File: config.mk
export PLATFORM = sky130hd
export DESIGN_NAME = sram_ctrl_param
export DESIGN_NICKNAME = d
export VERILOG_FILES = /design/src/rtl/sram_ctrl_pkg.sv /design/src/rtl/sram_ctrl_param_array.sv /design/src/rtl/sram_ctrl_param.sv
export SDC_FILE = /design/constraint.sdc
export NUM_CORES = 1
export LEC_CHECK = 0
export CAP_MARGIN = 20
export CORE_AREA = 2 2 87 89
export DETAILED_ROUTE_END_ITERATION = 8
export DIE_AREA = 0 0 89 91
export PLACE_DENSITY_LB_ADDON = 0.25
export SLEW_MARGIN = 5
export SYNTH_ARGS = -nofsm -noshare
export SYNTH_HDL_FRONTEND = slang
export SYNTH_SLANG_ARGS = --single-unit
File: constraint.sdc
create_clock -name clk -period 1.8 [get_ports clk]
set_input_delay 0.54 -clock clk [delete_from_list [all_inputs] [get_ports clk]]
set_output_delay 0.54 -clock clk [all_outputs]
set_load 0.03 [all_outputs]
File: src/rtl/sram_ctrl_pkg.sv
// Shared types and elaboration-time helpers for the parametrised SRAM controller.
package sram_ctrl_pkg;

    typedef enum logic {
        S_INIT = 1'b0,
        S_RUN  = 1'b1
    } state_t;

    localparam int unsigned DEF_DATA_W   = 8;
    localparam int unsigned DEF_ADDR_W   = 3;
    localparam int unsigned DEF_READ_LAT = 2;

    function automatic bit params_ok(input int unsigned data_w, input int unsigned read_lat);
        return (data_w != 0) && ((data_w % 8) == 0) && ((read_lat == 1) || (read_lat == 2));
    endfunction

    function automatic int unsigned calc_be_w(input int unsigned data_w);
        return data_w / 8;
    endfunction

    function automatic int unsigned calc_depth(input int unsigned addr_w);
        return 32'(1) << addr_w;
    endfunction

endpackage

File: src/rtl/sram_ctrl_param_array.sv
// DEPTH x DATA_W storage: byte-enable write port, registered read port.
module sram_array
    import sram_ctrl_pkg::*;
#(
    parameter int unsigned DATA_W = DEF_DATA_W,
    parameter int unsigned ADDR_W = DEF_ADDR_W
) (
    input  logic                  clk,
    input  logic                  rst,
    input  logic                  i_we,
    input  logic [ADDR_W-1:0]     i_waddr,
    input  logic [DATA_W-1:0]     i_wdata,
    input  logic [DATA_W/8-1:0]   i_be,
    input  logic                  i_re,
    input  logic [ADDR_W-1:0]     i_raddr,
    output logic [DATA_W-1:0]     o_rdata
);

    localparam int unsigned BE_W  = calc_be_w(DATA_W);
    localparam int unsigned DEPTH = calc_depth(ADDR_W);

    logic [DATA_W-1:0] r_mem [DEPTH];
    logic [DATA_W-1:0] r_rdata;

    // Storage is intentionally not reset; the controller clears it when configured to.
    always_ff @(posedge clk) begin
        if (i_we) begin
            for (int unsigned b = 0; b < BE_W; b++) begin
                if (i_be[b]) begin
                    r_mem[i_waddr][b*8 +: 8] <= i_wdata[b*8 +: 8];
                end
            end
        end
    end

    always_ff @(posedge clk or posedge rst) begin
        if (rst) begin
            r_rdata <= '0;
        end else if (i_re) begin
            r_rdata <= r_mem[i_raddr];
        end
    end

    assign o_rdata = r_rdata;

endmodule

File: src/rtl/sram_ctrl_param.sv
// Parametrised single-port SRAM controller: valid/ready requests, byte-enable
// writes, optional hardware clear and a one- or two-stage read pipeline.
module sram_ctrl_param
    import sram_ctrl_pkg::*;
#(
    parameter int unsigned DATA_W     = DEF_DATA_W,
    parameter int unsigned ADDR_W     = DEF_ADDR_W,
    parameter int unsigned READ_LAT   = DEF_READ_LAT,
    parameter int unsigned INIT_CLEAR = 1
) (
    input  logic                  clk,
    input  logic                  rst,
    input  logic                  clr,
    input  logic                  req_valid,
    output logic                  req_ready,
    input  logic                  req_we,
    input  logic [ADDR_W-1:0]     req_addr,
    input  logic [DATA_W-1:0]     req_wdata,
    input  logic [DATA_W/8-1:0]   req_be,
    output logic                  rsp_valid,
    output logic [DATA_W-1:0]     rsp_data,
    output logic                  busy,
    output logic                  init_done
);

    localparam int unsigned BE_W      = calc_be_w(DATA_W);
    localparam int unsigned DEPTH     = calc_depth(ADDR_W);
    localparam logic [ADDR_W-1:0] LAST_ADDR = ADDR_W'(DEPTH - 1);
    localparam state_t RST_STATE      = (INIT_CLEAR != 0) ? S_INIT : S_RUN;

    generate
        if (!params_ok(DATA_W, READ_LAT)) begin : g_bad_params
            $error("sram_ctrl_param: DATA_W must be a multiple of 8 and READ_LAT must be 1 or 2");
        end
    endgenerate

    state_t              r_state;
    logic [ADDR_W-1:0]   r_clr_addr;
    logic                r_init_done;
    logic                r_rd_v1;
    logic                w_clr;
    logic                w_accept;
    logic                w_wr;
    logic                w_rd;
    logic                w_clearing;
    logic                w_arr_we;
    logic [ADDR_W-1:0]   w_arr_waddr;
    logic [DATA_W-1:0]   w_arr_wdata;
    logic [BE_W-1:0]     w_arr_be;
    logic [DATA_W-1:0]   w_arr_rdata;

    assign w_clr      = clr && (INIT_CLEAR != 0);
    assign w_clearing = (r_state == S_INIT);
    // rst gating keeps req_ready low while reset is held even when no clear is configured.
    assign req_ready  = (r_state == S_RUN) && !w_clr && !rst;
    assign w_accept   = req_valid && req_ready;
    assign w_wr       = w_accept && req_we;
    assign w_rd       = w_accept && !req_we;
    assign busy       = w_clearing;
    assign init_done  = r_init_done;

    always_ff @(posedge clk or posedge rst) begin
        if (rst) begin
            r_state     <= RST_STATE;
            r_clr_addr  <= '0;
            r_init_done <= 1'b0;
        end else begin
            r_init_done <= 1'b0;
            case (r_state)
                S_INIT: begin
                    if (w_clr) begin
                        r_clr_addr <= '0;
                    end else if (r_clr_addr == LAST_ADDR) begin
                        r_state     <= S_RUN;
                        r_clr_addr  <= '0;
                        r_init_done <= 1'b1;
                    end else begin
                        r_clr_addr <= r_clr_addr + ADDR_W'(1);
                    end
                end
                S_RUN: begin
                    if (w_clr) begin
                        r_state    <= S_INIT;
                        r_clr_addr <= '0;
                    end
                end
            endcase
        end
    end

    // The clear sequence owns the write port while busy.
    assign w_arr_we    = w_clearing || w_wr;
    assign w_arr_waddr = w_clearing ? r_clr_addr : req_addr;
    assign w_arr_wdata = w_clearing ? '0 : req_wdata;
    assign w_arr_be    = w_clearing ? '1 : req_be;

    sram_array #(
        .DATA_W (DATA_W),
        .ADDR_W (ADDR_W)
    ) u_array (
        .clk     (clk),
        .rst     (rst),
        .i_we    (w_arr_we),
        .i_waddr (w_arr_waddr),
        .i_wdata (w_arr_wdata),
        .i_be    (w_arr_be),
        .i_re    (w_rd),
        .i_raddr (req_addr),
        .o_rdata (w_arr_rdata)
    );

    always_ff @(posedge clk or posedge rst) begin
        if (rst) begin
            r_rd_v1 <= 1'b0;
        end else begin
            r_rd_v1 <= w_rd;
        end
    end

    generate
        if (READ_LAT == 2) begin : g_lat2
            logic              r_rsp_valid;
            logic [DATA_W-1:0] r_rsp_data;

            always_ff @(posedge clk or posedge rst) begin
                if (rst) begin
                    r_rsp_valid <= 1'b0;
                    r_rsp_data  <= '0;
                end else begin
                    r_rsp_valid <= r_rd_v1;
                    if (r_rd_v1) begin
                        r_rsp_data <= w_arr_rdata;
                    end
                end
            end

            assign rsp_valid = r_rsp_valid;
            assign rsp_data  = r_rsp_data;
        end else begin : g_lat1
            assign rsp_valid = r_rd_v1;
            assign rsp_data  = w_arr_rdata;
        end
    endgenerate

endmodule

Word-level counts from Yosys, hierarchy flattened
Memories as Yosys holds them, arrays and structs flattened. A register that Yosys moved wholly into a read port is not among the register bits. Cells that the tools add are included.

Bits in registers: 15. Memory bits (writable): 64. Input bits: 17. Output and inout bits: 12. Word-level logic and storage cells: 35. Memories kept: 1.

Memories: u_array.r_mem (depth 8, bits a word 8, read ports 1, clocked after Yosys merged registers in 1, wr ports 1, RTL line sram_ctrl_param_array.sv:22) `logic [DATA_W-1:0] r_mem [DEPTH];`.

Add/sub/neg operators: 1. Equality and inequality tests: 2. Mux-type cells: 15. Bitwise operators: 1. Reductions and logical operators: 9.

Operators by type and width (count): $mux 3 (4); $mux 1 (8); $mux 8 (1); $pmux 3 s2 (1); $logic_and 1x1->1 (5); $add 3x1->3 const B (1); $eq 3x3->1 const B (1); $logic_not 1->1 (3); $ne 2x2->1 const B (1); $pmux 1 s2 (1); $logic_or 1x1->1 (1); $not 1->1 (1).

Longest topological paths before layout
Gate-level depths: netlist of run 1.

Depth after elaboration: 8. Gate-level depth with buffers: 5. Gate-level depth less buffers: 5.

Cells and area by module
Synthesis of run 1 repeated with hierarchy kept, for this count alone.

Cell total of the unflattened synthesis: 228. Area, all modules: 3574.7 um^2.

Modules (own cells, without submodules): sram_array (instances 1, cells each 170, area each 2859.0 um^2, seq. area each 2122.0 um^2); sram_ctrl_param (instances 1, cells each 58, area each 715.7 um^2, seq. area each 375.4 um^2).

Worst setup path after synthesis of run 1
OpenSTA, ideal clock, no wires.

Kind: input -> register. Start: input req_addr[0]. End: memory u_array.r_mem[0][0] in the netlist's numbering, enable pin. Library setup time: 0.383 ns. Data arrival time: 1.813 ns. Required time: 1.417 ns. Setup slack: -0.397 ns. Cell stages on the path: 4. Buffers on the path: 2. Path through: buf_4 buf_4 mux2_2 nor3_1.

Longest elaborated chain between the ends: 1.

Ends and longest elaborated chain: start, declared (RTL line sram_ctrl_param.sv:17) `input logic [ADDR_W-1:0] req_addr,`; $mux 3 (RTL line sram_ctrl_param.sv:93) `assign w_arr_waddr = w_clearing ? r_clr_addr : req_addr;`; end, declared (RTL line sram_ctrl_param_array.sv:22).

No other way between the ends.

Worst setup path in the final report of run 1
Start: input req_addr[1]. End: memory u_array.r_mem[5][3] in the netlist's numbering, enable pin.

The elaborated chain is that of the path after synthesis.

==> key figures, run 1 <==
Status
  • Status: complete, no violations

Synth
  • Net Count, Synth: 239
  • Top-count cell post-synth: edfxtp_1
  • Largest cells by area after synthesis: edfxtp_1, dfrtp_1, mux2_2
  • Post-synth top area cell: edfxtp_1
  • Yosys top cell area share: 53.6%
  • EDFF count, synth: 64
  • Top FF cell, synth: edfxtp_1
  • Synth cell count leaders: edfxtp_1, mux2_2, dfrtp_1
  • Async SR Flop Fraction: between 20% and 30%
  • Netlist cell types: 29
  • Syn Std Cell Area: between 3000 and 4000 um^2
  • Syn avg cell area: about 16 um^2
  • Gate Count Post-Synth: 220
  • Sequential area share after synthesis: 69.6%
  • Syn. warnings: 0
  • Seq cells post-synth: between 80 and 90

Setup path
  • Worst endpoint required time: about 1.9 ns
  • Worst Setup SP: req_addr[1]
  • FF-to-FF Start: r_state$_DFF_PP0_
  • Reg2reg setup slack: roughly 0.08 ns
  • Worst setup SP type: input pin
  • FF-to-FF End: u_array.r_mem[6][4]$_DFFE_PP_
  • Crit. End Element: flop
  • Worst EP arrival: between 1.5 and 2 ns
  • Critical path class: input pin to flop
  • CP delay by family, top: buffers and inverters
  • Crit path to: u_array.r_mem[5][3]$_DFFE_PP_
  • Cell mode on critical path: buf_4
  • Critical path depth: 6
  • Worst path slowest cell: clkdlybuf4s50_1
  • Reg2Reg Depth: 6
  • Worst-path maximum fanout: 8
  • Buf/Inv on CP: 3
  • Worst path max stage delay: just under 0.5 ns
  • Critical path cell sequence: clkdlybuf4s50_1, buf_4, nand2b_1, a2bb2oi_1, nor3_2, buf_4

Power and ir drop
  • Leakage power: around 1.9 nW
  • Pwr Density: approximately 950 nW/um^2
  • Maximum vdd ir drop: ~0.55 mV

Clocking
  • Htree depth: 3
  • CTS Buf Count: 9
  • CTS hold repair buffers: 0
  • Reg clk slew, reported paths: about 0.090 ns
  • Later-pin clock latency in the skew report: roughly 0.35 ns
  • CTS max path bufs: 2
  • Clk sinks: 87
  • Root buffer cell: clkbuf_8
  • CTS tree: done

Global routing
  • Vias in the first global route: ~2100
  • Initial antenna violation count: 0
  • Largest net degree at the start of global routing: 19
  • Total gr overflow: 0
  • First-pass GRT wire length: around 11000 um
  • All-Layer GR Usage: 18.9%

Cells and area
  • Share of layout cells above drive strength 1: 37.1%
  • Layout Cells excl Fill: between 300 and 400
  • Nets: 305
  • Diode count: 0
  • P&R area growth vs syn: 29.3%
  • Design area: 4640 um^2

Timing
  • Max-slew violations: 0
  • Highest clock rate: about 560 MHz
  • Min Clock Period, post-route: 1.79 ns
  • Final setup margin: just under 0.008 ns
  • Worst-margin pin slew: ~0.48 ns
  • Max-slew headroom: about two thirds
  • Final hold violation count: 0
  • Period utilisation layout: about 100%
  • RSZ-0062 raised after global routing: true
  • Final setup viols: 0
  • Fin Clk Skew: between 0.005 and 0.006 ns
  • Min Hold Slack: 0.392 ns

Place
  • Cell count after placement: between 300 and 400
  • Placement Setup Slack: -0.489 ns
  • Dpl cell area: 4330 um^2
  • Placer Congestion: ~0.77
  • DP HPWL: 4980 um
  • Port bufs: 28

Die
  • # IOs: 29
  • Initial core utilization: roughly half
  • # rows: 31
  • Die Area: slightly above 8000 um^2
  • Core area: between 7000 and 8000 um^2
  • Width of the die: just under 90 um
  • Die H: 91 um

Route
  • Post-Route WL: 7000 um
  • Final ANT Viol Nets: 0
  • Vias per cell: roughly 5.3
  • # DRC: 0
  • Iter 0 DRT Violations: just under 100
  • Wire per inst: between 15 and 20 um
  • Pre-Repair DR Iteration Count: 4
  • Via count: between 2000 and 2500

Run
  • Max-cap violations: 0

Hold path
  • Hold WC Path Type: input pin to async pin
-- cell usage in the layout, fill, tap and decap left out, types with 5 or more instances in the layout --
cell type | netlist | routed
a22o_1 | 8 | 8
and2_1 | 8 | 8
buf_4 | 3 | 30
buf_6 | 2 | 5
clkbuf_8 | 0 | 9
clkdlybuf4s50_1 | 0 | 11
dfrtp_1 | 23 | 23
dlygate4sd2_1 | 0 | 15
edfxtp_1 | 64 | 64
mux2_2 | 25 | 24
mux2i_1 | 19 | 19
nor2_1 | 7 | 7
nor3_4 | 0 | 6
o21ai_0 | 8 | 8
o22ai_1 | 8 | 8
o31ai_2 | 8 | 8
-- layer usage --
metal / vias up / global-route usage [%] / wire, um
li1: 985 / - / -
met1: 1048 / 25.2 / 3150
met2: 38 / 29.6 / 3490
met3: 9 / 5.27 / 255
met4: 0 / 6.59 / 97
met5: - / 0 / 0
-- where the power goes --
part	switching (mW)	internal, mW
registers	0.0297	2.23
clock network	0.689	1.07
logic	0.206	0.201
total	0.925	3.50
-- flip-flops by register name, summed over array words and instances (netlist names) --
signal,cells
u_array.r_mem,64
u_array.o_rdata,8
r_state,1
rsp_data,8
r_rd_v1,1
r_clr_addr,3
rsp_valid,1
init_done,1
-- area by class of cell --
| type | instances | area [um^2] |
|---|---|---|
| Fill cell | 558 | 2500 |
| Sequential cell | 87 | 2500 |
| Multi-Input combinational cell | 119 | 1130 |
| Timing Repair Buffer | 66 | 608 |
| Clock inverter | 7 | 143 |
| Clock buffer | 9 | 124 |
| Tap cell | 99 | 124 |
| Inverter | 3 | 11.3 |
-- per-stage QoR --
step / util, % / total power [mW] / TNS (ns)
floorplan: - / 2.52 / -1.24
global placement: 60.7 / 2.69 / -30.22
detailed placement: 60.7 / 2.70 / -31.05
CTS: 64.7 / 4.46 / -0.000860
global route: 65.0 / 4.60 / -0.205
finish: 65.0 / 4.43 / 0
-- how the worst min path moves through the flow --
| stage | start | to | slack [ns] |
|---|---|---|---|
| finish | rst | r_clr_addr[0]$_DFFE_PP0P_ | 0.39 |
| global route | rst | init_done$_DFF_PP0_ | 0.40 |
| CTS | rst | init_done$_DFF_PP0_ | 0.38 |
| detailed placement | u_array.o_rdata[1]$_DFFE_PP0P_ | rsp_data[1]$_DFFE_PP0P_ | 0.49 |
| global placement | u_array.o_rdata[4]$_DFFE_PP0P_ | rsp_data[4]$_DFFE_PP0P_ | 0.48 |
| floorplan | r_rd_v1$_DFF_PP0_ | rsp_valid$_DFF_PP0_ | 0.35 |
-- logic make-up (layout without fill, tap and decap cells) --
logic type / Yosys count / count (layout) / synth area share, %
buffers and inverters: 14 / 85 / 2.27
and+or+nand+nor: 35 / 35 / 6.00
AOI/OAI and AO/OA: 38 / 38 / 8.23
adders and majority gates: 2 / 2 / 0.698
DFF: 87 / 87 / 69.6
muxes: 44 / 44 / 13.2
-- worst min-delay path, delay by kind of cell --
kind | cells | cell delay [ns]
buffers and inverters | 3 | 0.61
-- timing repair --
item | CTS | global route
pin swaps | 4 | 2
setup endpoints to repair | 84 | 50
gates resized for setup | 23 | 9
setup buffers | 1 | 0
cloned | 0 | 0
Power figures use the tool's default switching activity.
==> run 2, diff against run 1 <==
- SETUP_SLACK_MARGIN: not set -> 0.4
==> run 2 against run 1 <==
Combinational power up 18%. Worst hold slack worse by 0.028 ns. Critical endpoint is now req_ready. Routed wire length up 12%. Critical path depth shrank 2. Critical path type is now flop to output pin. Global-route usage is 1.2 points higher. Count of clock-buffer cells in the layout did not move. Sequential share of layout area down 3.3 points. Worst setup slack improved by 0.013 ns. Final area grew 6.7%.
==> key figures, run 2 (synthesis results as in run 1) <==
Clocking
  • Later-pin clock latency in the skew report: between 0.3 and 0.4 ns
  • CTS max path bufs: 2
  • CTS Buf Count: 9
  • CTS tree: done
  • Clk sinks: 87
  • Root buffer cell: clkbuf_8
  • Htree depth: 3
  • CTS hold repair buffers: 0
  • Reg clk slew, reported paths: roughly 0.090 ns

Timing
  • Min Clock Period, post-route: approximately 1.8 ns
  • Final setup viols: 0
  • RSZ-0062 raised after global routing: true
  • Setup total negative slack: 0 ns
  • Min Hold Slack: around 0.36 ns
  • Final setup margin: 0.0210 ns
  • Fin Clk Skew: roughly 0.0097 ns
  • Max-slew headroom: between 70% and 80%
  • Worst-margin pin slew: roughly 0.40 ns
  • Final hold violation count: 0
  • Highest clock rate: approximately 560 MHz
  • Max-slew violations: 0
  • Period utilisation layout: roughly 100%

Route
  • Via count: between 2000 and 2500
  • # DRC: 0
  • Post-Route WL: 7840 um
  • Iter 0 DRT Violations: about 120
  • Wire per inst: roughly 20 um
  • Vias per cell: between 5 and 6
  • Pre-Repair DR Iteration Count: 4
  • Final ANT Viol Nets: 0

Place
  • Port bufs: 28
  • Cell count after placement: 363
  • DP HPWL: 5090 um
  • Placement Setup Slack: -0.529 ns
  • Placer Congestion: about 0.74
  • Dpl cell area: between 4000 and 5000 um^2

Cells and area
  • FILL cells: roughly 500
  • Reg with most FFs: u_array.r_mem
  • Multi-input logic area: around 1300 um^2
  • Share of layout cells above drive strength 1: 47.4%
  • Reg area: ~2500 um^2
  • Layout Cells excl Fill: roughly 390
  • Diode count: 0
  • Commonest non-fill, non-tap cell in the layout: edfxtp_1
  • Post-layout util: about 69%
  • P&R area growth vs syn: 38.0%
  • Max reg flops: 64
  • Nets: between 300 and 400
  • Design area: just under 5000 um^2
  • Commonest cells after routing, fill and taps aside: edfxtp_1, buf_6, mux2_2

Setup path
  • Worst-path maximum fanout: 3
  • Critical path class: flop to output pin
  • Worst setup SP type: flop
  • Crit. End Element: output pin
  • Worst EP arrival: about 1.2 ns
  • Worst endpoint required time: 1.26 ns

Power and ir drop
  • Internal power: 3.27 mW
  • Maximum vdd ir drop: around 0.47 mV
  • Reg power frac: 53.2%
  • Switching pwr: ~1 mW
  • Clock Power Share: between 30% and 40%
  • Leakage power: 1.93 nW
  • Pwr Total: about 4.3 mW
  • Sw Share: 23.4%
  • Pwr Density: approximately 860 nW/um^2
  • Gate power share: between 10 and 15%

Global routing
  • First-pass GRT wire length: 11700 um
  • Total gr overflow: 0
  • All-Layer GR Usage: about a fifth
  • Vias in the first global route: 2113
  • Largest net degree at the start of global routing: 19
  • Initial antenna violation count: 0

Status
  • Status: complete, no violations

Run
  • Max-cap violations: 0

Die
  • Die H: approximately 91 um
  • Die Area: between 8000 and 9000 um^2
  • Width of the die: 89 um
  • Core area: between 7000 and 8000 um^2
  • Initial core utilization: 50.2%
  • # IOs: 29
  • # rows: 31

Hold path
  • Hold WC Path Type: input pin to async pin
run 2: worst paths after layout:
| kind | to | depth (start not counted) | slack, ns | startpoint |
|---|---|---|---|---|
| hold / removal | init_done$_DFF_PP0_ | 4 | 0.36 | rst |
| hold reg to reg | rsp_data[0]$_DFFE_PP0P_ | 1 | 0.51 | u_array.o_rdata[0]$_DFFE_PP0P_ |
| min in group clk | rsp_data[0]$_DFFE_PP0P_ | 1 | 0.51 | u_array.o_rdata[0]$_DFFE_PP0P_ |
| setup / recovery | req_ready | 4 | 0.02 | r_state$_DFF_PP0_ |
| setup reg to reg | u_array.r_mem[0][1]$_DFFE_PP_ | 7 | 0.06 | r_state$_DFF_PP0_ |
| max in group asynchronous | u_array.o_rdata[4]$_DFFE_PP0P_ | 5 | 1.04 | rst |
run 2: metal layers:
metal | routed length, um | GRT usage [%] | vias up | part of all wire (%)
met5 | 0 | 0 | - | 0
met4 | 157 | 7.84 | 0 | 2.0
met3 | 356 | 3.55 | 12 | 4.5
met2 | 4150 | 33.2 | 48 | 53
met1 | 3180 | 26.3 | 1067 | 41
li1 | - | - | 985 | -
run 2: cell type report:
class,instances,share of cell area [%]
clock inverter,7,2.05
inverter,3,0.303
multi-input combinational,119,26.9
sequential,87,50.5
timing repair buffer,64,15.2
clock buffer,9,2.50
tap,99,2.50
run 2: repair_timing:
item / in CTS / in global routing
buffers inserted: 6 / 1
gates resized for setup: 120 / 37
gates cloned: 2 / 0
pin swaps: 20 / 3
endpoints found under the setup margin: 85 / 124
run 2: power by group through the flow:
stage	Clock [mW]	Sequential, mW	Combinational [mW]
CTS	1.54	2.27	0.444
global placement	0	2.31	0.401
finish	1.52	2.27	0.479
detailed placement	0	2.31	0.409
floorplan	0	2.30	0.229
global route	1.63	2.28	0.512
run 2: worst max-delay path, cell delays in order, from the launching register on:
cell and delay, ns:
dfrtp_2 0.41, clkinvlp_4 0.10, buf_6 0.12, nor3_4 0.11, buf_6 0.15
